File: config.mk
export PLATFORM = sky130hd
export DESIGN_NAME = surf_dout_event_tx
export DESIGN_NICKNAME = d
export VERILOG_FILES = /design/src/rtl/surf_dout_pkg.sv /design/src/rtl/surf_dout_event_tx.sv
export SDC_FILE = /design/constraint.sdc
export NUM_CORES = 1
export LEC_CHECK = 0
export ABC_AREA = 1
export CORE_MARGIN = 2
export CORE_UTILIZATION = 32
export DETAILED_ROUTE_END_ITERATION = 10
export PLACE_DENSITY = 0.59
export SLEW_MARGIN = 5
export SYNTH_ARGS = -nofsm -noshare
export SYNTH_HDL_FRONTEND = slang
export SYNTH_SLANG_ARGS = --single-unit
File: constraint.sdc
create_clock -name aclk -period 2.3 [get_ports aclk]
set_clock_uncertainty 0.1 [all_clocks]
set_input_delay 0.23 -clock aclk [delete_from_list [all_inputs] [get_ports aclk]]
set_output_delay 0.23 -clock aclk [all_outputs]
set_load 0.01 [all_outputs]
File: src/rtl/surf_dout_pkg.sv
// rtl/surf_dout_pkg.sv - shared event framing constants and FSM state for the dout byte path
// Also used by the TURFIO splicer so both ends agree on event length and header layout.
package surf_dout_pkg;

   typedef enum logic [1:0] {
      IDLE    = 2'd0,
      HEADER  = 2'd1,
      DATA    = 2'd2,
      HOLDOFF = 2'd3
   } dout_state_e;

   localparam int NUM_CH       = 8;
   localparam int BYTES_PER_CH = 1536;
   localparam int HDR_BYTES    = 4;
   localparam int NUM_BYTES    = NUM_CH * BYTES_PER_CH + HDR_BYTES;
   localparam int BCNT_W       = $clog2(NUM_BYTES);
   localparam int HOLD_W       = 25;

   // Byte 0 carries the framing bit in place of header bit 15, which is otherwise ignored.
   function automatic logic [7:0] hdr_byte(input logic [31:0] hdr, input logic [1:0] idx);
      logic [7:0] b;
      unique case (idx)
         2'd0:    b = hdr[15:8] | 8'h80;
         2'd1:    b = hdr[7:0];
         2'd2:    b = hdr[31:24];
         default: b = hdr[23:16];
      endcase
      return b;
   endfunction

endpackage

File: src/rtl/surf_dout_event_tx.sv
// rtl/surf_dout_event_tx.sv - serialises one header plus channel samples per event onto the dout byte stream
// The receiver cannot backpressure, so a starved data stream is padded with zeros to keep framing.
module surf_dout_event_tx
   import surf_dout_pkg::*;
#(
   parameter int NUM_CH       = 8,
   parameter int BYTES_PER_CH = 1536
) (
   input  logic        aclk,
   input  logic        rst,
   input  logic        dout_ce_i,
   input  logic [31:0] s_hdr_tdata,
   input  logic        s_hdr_tvalid,
   output logic        s_hdr_tready,
   input  logic [7:0]  s_data_tdata,
   input  logic        s_data_tvalid,
   output logic        s_data_tready,
   input  logic [23:0] rdholdoff_i,
   output logic [7:0]  m_dout_tdata,
   output logic        m_dout_tvalid,
   output logic        m_dout_tlast,
   output logic        err_o,
   output logic        busy_o
);

   localparam int            EV_BYTES = NUM_CH * BYTES_PER_CH + HDR_BYTES;
   localparam int            CW       = $clog2(EV_BYTES);
   localparam logic [CW-1:0] LAST_CNT = CW'(EV_BYTES - 1);

   dout_state_e       state_q, state_d;
   logic [CW-1:0]     cnt_q, cnt_d;
   logic [HOLD_W-1:0] hold_q, hold_d;
   logic [31:0]       hdr_q, hdr_d;
   logic [7:0]        tdata_q, tdata_d;
   logic              tvalid_q, tvalid_d;
   logic              tlast_q, tlast_d;
   logic              err_q, err_d;

   always_comb begin
      state_d       = state_q;
      cnt_d         = cnt_q;
      hold_d        = hold_q;
      hdr_d         = hdr_q;
      tdata_d       = tdata_q;
      tvalid_d      = 1'b0;
      tlast_d       = 1'b0;
      err_d         = err_q;
      s_hdr_tready  = 1'b0;
      s_data_tready = 1'b0;

      case (state_q)
         IDLE: begin
            s_hdr_tready = 1'b1;
            cnt_d        = '0;
            if (s_hdr_tvalid) begin
               hdr_d   = s_hdr_tdata;
               state_d = HEADER;
            end
         end
         HEADER: begin
            if (dout_ce_i) begin
               tvalid_d = 1'b1;
               tdata_d  = hdr_byte(hdr_q, cnt_q[1:0]);
               cnt_d    = cnt_q + CW'(1);
               if (cnt_q[1:0] == 2'd3) begin
                  state_d = DATA;
               end
            end
         end
         DATA: begin
            s_data_tready = dout_ce_i;
            if (dout_ce_i) begin
               tvalid_d = 1'b1;
               cnt_d    = cnt_q + CW'(1);
               if (s_data_tvalid) begin
                  tdata_d = s_data_tdata;
               end else begin
                  tdata_d = 8'h00;
                  err_d   = 1'b1;
               end
               if (cnt_q == LAST_CNT) begin
                  tlast_d = 1'b1;
                  hold_d  = {1'b0, rdholdoff_i};
                  state_d = HOLDOFF;
               end
            end
         end
         HOLDOFF: begin
            // Counter runs one tick past zero so a holdoff of 0 still spends one ce tick here.
            if (hold_q[HOLD_W-1]) begin
               state_d = IDLE;
            end else if (dout_ce_i) begin
               hold_d = hold_q - HOLD_W'(1);
            end
         end
         default: state_d = IDLE;
      endcase

      if (rst) begin
         s_hdr_tready  = 1'b0;
         s_data_tready = 1'b0;
      end
   end

   always_ff @(posedge aclk) begin
      if (rst) begin
         state_q  <= IDLE;
         cnt_q    <= '0;
         hold_q   <= '0;
         hdr_q    <= '0;
         tdata_q  <= 8'h00;
         tvalid_q <= 1'b0;
         tlast_q  <= 1'b0;
         err_q    <= 1'b0;
      end else begin
         state_q  <= state_d;
         cnt_q    <= cnt_d;
         hold_q   <= hold_d;
         hdr_q    <= hdr_d;
         tdata_q  <= tdata_d;
         tvalid_q <= tvalid_d;
         tlast_q  <= tlast_d;
         err_q    <= err_d;
      end
   end

   assign m_dout_tdata  = tdata_q;
   assign m_dout_tvalid = tvalid_q;
   assign m_dout_tlast  = tlast_q;
   assign err_o         = err_q;
   assign busy_o        = (state_q != IDLE) && !rst;

endmodule
## After elaboration in Yosys (flattened, before gate mapping)

Cells that the tools add are included.

- Bits in registers: 84
- Output and inout port bits: 14
- Logic and storage cells: 74

- Add/subtract/negate cells: 2
- Eq/ne operators: 16
- Muxes and demuxes: 25
- Bitwise logic cells: 4
- Reductions and logical operators: 18

Operator list:

| operator | number |
|---|---|
| $mux 25 | 4 |
| $pmux 25 s2 | 1 |
| $pmux 14 s2 | 1 |
| $sub 25x1->25 const B | 1 |
| $mux 8 | 3 |
| $pmux 8 s3 | 1 |
| $ne 2x2->1 const B | 8 |
| $pmux 8 s2 | 1 |
| $add 14x1->14 const B | 1 |
| $eq 14x14->1 const B | 1 |
| $mux 14 | 1 |
| $mux 2 | 6 |
| $reduce_and 3->1 | 3 |
| $eq 2x2->1 const B | 4 |
| $pmux 2 s4 | 1 |
| $reduce_bool 2->1 | 4 |
| $mux 1 | 6 |
| $reduce_and 6->1 | 1 |
| $reduce_and 5->1 | 1 |
| $eq 2x1->1 const B | 2 |
| $logic_not 2->1 | 2 |
| $not 1->1 | 4 |
| $reduce_and 2->1 | 2 |
| $reduce_or 2->1 | 2 |
| 4 further kinds | 4 |

## Depth between registers and ports, before layout

- Depth in word-level cells: 4
- Gate-level depth with buffers: 10
- Mapped depth without buffers: 10

## Worst setup path before layout

OpenSTA, ideal clock, no wires.

- Kind: register -> register
- Start: reg state_q[0]
- End: reg hold_q[3]
- Setup time: 0.068 ns
- Data arrival time: 1.489 ns
- Slack: 0.642 ns
- Cell stages (with the launch flop): 9
- Cell sequence: dfxtp_1 > inv_1 > ha_1 > nand2_2 > o21ai_2 > a21boi_4 > buf_6 > nand2_1 > a21oi_2

- Cells in the longest elaborated chain, start to end: 3
- Elaborated cells between the ends (all ways): 9
- Classes of those cells: 6 x eq/ne; 1 x mux; 2 x reduce/logical

Ends and longest elaborated chain:

| what | RTL line | text |
|---|---|---|
| start, declared | surf_dout_event_tx.sv:30 | `dout_state_e state_q, state_d;` |
| start signal, assigned | surf_dout_event_tx.sv:116 | `state_q <= state_d;` |
| $eq 2x2->1 | surf_dout_event_tx.sv:51 | `case (state_q)` |
| $ne 2x2->1 (no line) / $reduce_bool 2->1 (equally long branches) | - |  |
| $reduce_and 5->1 (no line) | - |  |
| end signal, assigned | surf_dout_event_tx.sv:118 | `hold_q <= hold_d;` |
| end, declared | surf_dout_event_tx.sv:32 | `logic [HOLD_W-1:0] hold_q, hold_d;` |

Parallel ways exist; a longest one is shown, timed or not.
A chain may end at the register's enable or synchronous reset.

## Worst setup path after layout

- Start: reg state_q[0]
- End: out s_data_tready

- Cells in the longest elaborated chain, start to end: 3

Ends and longest elaborated chain:

| what | RTL line | text |
|---|---|---|
| $eq 2x2->1 | surf_dout_event_tx.sv:51 |  |
| $mux 1 | surf_dout_event_tx.sv:51 |  |
| $mux 1 | surf_dout_event_tx.sv:99 | `if (rst) begin` |
| end, declared | surf_dout_event_tx.sv:17 | `output logic s_data_tready,` |

No other way between the ends.

==> impl_metrics.toml <==
[worst_setup_path]
slowest_delay_ns = 0.54
path_class = "reg -> out"
cp_slowest_cell = "clkdlybuf4s50_1"
start_kind = "register"
critical_path.max_fanout = 6
required_ns = 1.97
endpoint_kind = "output pin"
arrival_ns = 1.82
path_cells = "inv_1, ha_2, nand2_2, nor2_1, clkdlybuf4s50_1"

[synth]
ys.flop_type = "dfxtp_1"
yosysWarnings = 0
yosysUniqueCellTypes = 34
synth_top_area_frac = 0.367
synthesis.nets = 799
synth_area_um2 = 4530
yosys.area.top_type = "dfxtp_1"
synth-edff-count = 0
netlist_instances = 721
synth_area_leaders = "dfxtp_1 37%, nand2_1 15%, nor2_1 15%, o21ai_0 5.4%, inv_1 5.1%"
seq_area_frac_synth = 0.367
ys_async_sr_fraction = 0
synth.avg_cell_area_um2 = 6.28
ys_ff_latch = 83

[route]
antenna_left = 0
vias = 4579
met2WireLength_um = 5800
wl_um = 12700
wl_per_cell_um = 12.9
wl_met1_um = 5850
dr_wl_met3_um = 895
topRoutingLayerUsed = "met5"
viasPerCell = 4.65
drt_pass1_iterations = 5
first_iter_violations = 255
drc = 0

[timing]
drv_slew = 0
setup_viol = 0
min_period_ns = 2.15
worstMarginPinSlew_ns = 0.561
finalSetupTns_ns = 0
rsz0062_at_grt = "false"
finalHoldViolCount = 0
relSlewSlack = 0.626
period_share = 0.933
clock.fmax_mhz = 466

[grt]
grt_use_total = 0.180
grt_max_degree = 46
antenna_found_initial = 2
grt_remaining_overflow = 0
grt_pass1_wl_um = 21300
grt_pass1_vias = 4364

[cells_and_area]
layout_common_cells = "176 x nand2_1, 175 x nor2_1, 83 x dfxtp_1, 81 x clkdlybuf4s50_1, 62 x inv_1"
final_nets = 877
drive_gt1_frac = 0.0547
final_area_um2 = 5880
area_growth_pct = 29.9
layout_commonest_cell = "nand2_1"
num_antenna_cells = 0
filler_cell_count = 1468

[run_status]
status = "completed"

[power]
leakage_uw = 0.00260
powerDensity_nw_per_um2 = 1120
max-vdd-ir-drop_v = 0.000494

[place]
hpwl_um = 9220
place_area_um2 = 5580
gp_congestion = 0.833
numPortBuffers = 81

[clock_tree]
htreeDepth = 3
cts_hold_buf = 0
cts_buffer_depth = 2
clock-sinks = 83
root_buffer = "clkbuf_16"
tritoncts = "yes"
cts_made_buffers = 9
insertion_delay_ns = 0.34
clk_pin_slew_ns = 0.06

[die]
rows = 43
die_area_um2 = 15100
top_level_ports = 83
die_y_um = 123
coreArea_um2 = 13800
start_util = 0.327
die_w_um = 123

[worst_hold_path]
hold_class = "in -> reg"

[flow_run]
cap_violations = 0
[registers in the layout (all words and copies together), names as in the netlist]
register and cells:
hdr_q 31, hold_q 25, cnt_q 14, m_dout_tdata 8
state_q 2, err_o 1, m_dout_tlast 1, m_dout_tvalid 1
[worst paths after layout]
| kind | startpoint | end | slack [ns] | cells past startpoint |
|---|---|---|---|---|
| worst max-delay path | state_q[0]$_SDFFE_PP0P_ | s_data_tready | 0.15 | 5 |
| worst min register to register | hdr_q[17]$_SDFFE_PP0P_ | hdr_q[17]$_SDFFE_PP0P_ | 0.38 | 2 |
| worst min-delay path | s_data_tdata[2] | m_dout_tdata[2]$_SDFFE_PP0P_ | 0.35 | 3 |
| worst max register to register | cnt_q[0]$_SDFFE_PP0P_ | hold_q[1]$_SDFFE_PP0P_ | 0.39 | 9 |
[power breakdown]
part / leakage (uW) / switching (uW) / internal (uW) / total [uW]
Combinational: 0.00178 / 1990 / 1160 / 3160
Sequential: 0.000678 / 221 / 1750 / 1970
Clock: 0.000140 / 633 / 853 / 1490
[critical path, delay by kind of cell, from the launching register on]
family | cells | cell delay, ns
buffers and inverters | 2 | 0.64
adders and majority gates | 1 | 0.26
DFF | 1 | 0.33
and+or+nand+nor | 2 | 0.24
[cell families after synthesis]
kind of cell	after synthesis	synth area share
and+or+nand+nor	416	0.369
DFF	83	0.367
buffers and inverters	92	0.0804
AOI/OAI and AO/OA	119	0.155
xor gates and xnor gates	2	0.00387
adders and majority gates	9	0.0249
[timing repair]
| item | 4_1_cts | 5_1_grt |
|---|---|---|
| setup buffers | 0 | 0 |
| resized for setup | 0 | 1 |
| endpoints found under the setup margin | 0 | 1 |
[metrics by stage]
stage / cells / power [uW] / util / hold WS, ns / setup slack [ns]
floorplan: 721 / 4200 / - / 0.233 / 0.642
global placement: 968 / 5120 / 0.403 / 0.363 / 0.270
detailed placement: 968 / 5150 / 0.403 / 0.373 / 0.280
CTS: 984 / 6660 / 0.425 / 0.347 / 0.0418
global route: 984 / 7230 / 0.425 / 0.371 / 0.0128
finish: 984 / 6610 / 0.425 / 0.355 / 0.153
[area by class of cell]
cell class,count,area (um^2),share of cell area
clock buffers,10,229,0.0389
clock inverters,6,71.3,0.0121
inverters,62,233,0.0396
multi-input cells,546,2500,0.426
flip-flops and latches,83,1660,0.283
well taps,180,225,0.0383
repair buffers,97,956,0.163
[routing by layer]
metal,up-vias,GRT usage
li1,2469,-
met1,1976,0.226
met2,112,0.296
met3,18,0.0623
met4,4,0.0409
met5,-,0
[cell usage after synthesis (2+ instances only)]
master / count
nand4_1: 12
nor2_2: 4
nor3_1: 6
buf_2: 9
a22oi_1: 2
o21ai_0: 49
inv_1: 62
o211ai_1: 9
a21oi_1: 31
nand3_1: 39
a21oi_2: 4
nand2_2: 2
o31ai_1: 3
nor2_1: 175
dfxtp_1: 83
xor2_1: 2
a31oi_1: 9
nand2_1: 176
o21bai_1: 3
ha_1: 9
clkbuf_1: 19
No activity file was read; power rests on OpenSTA's default activity.
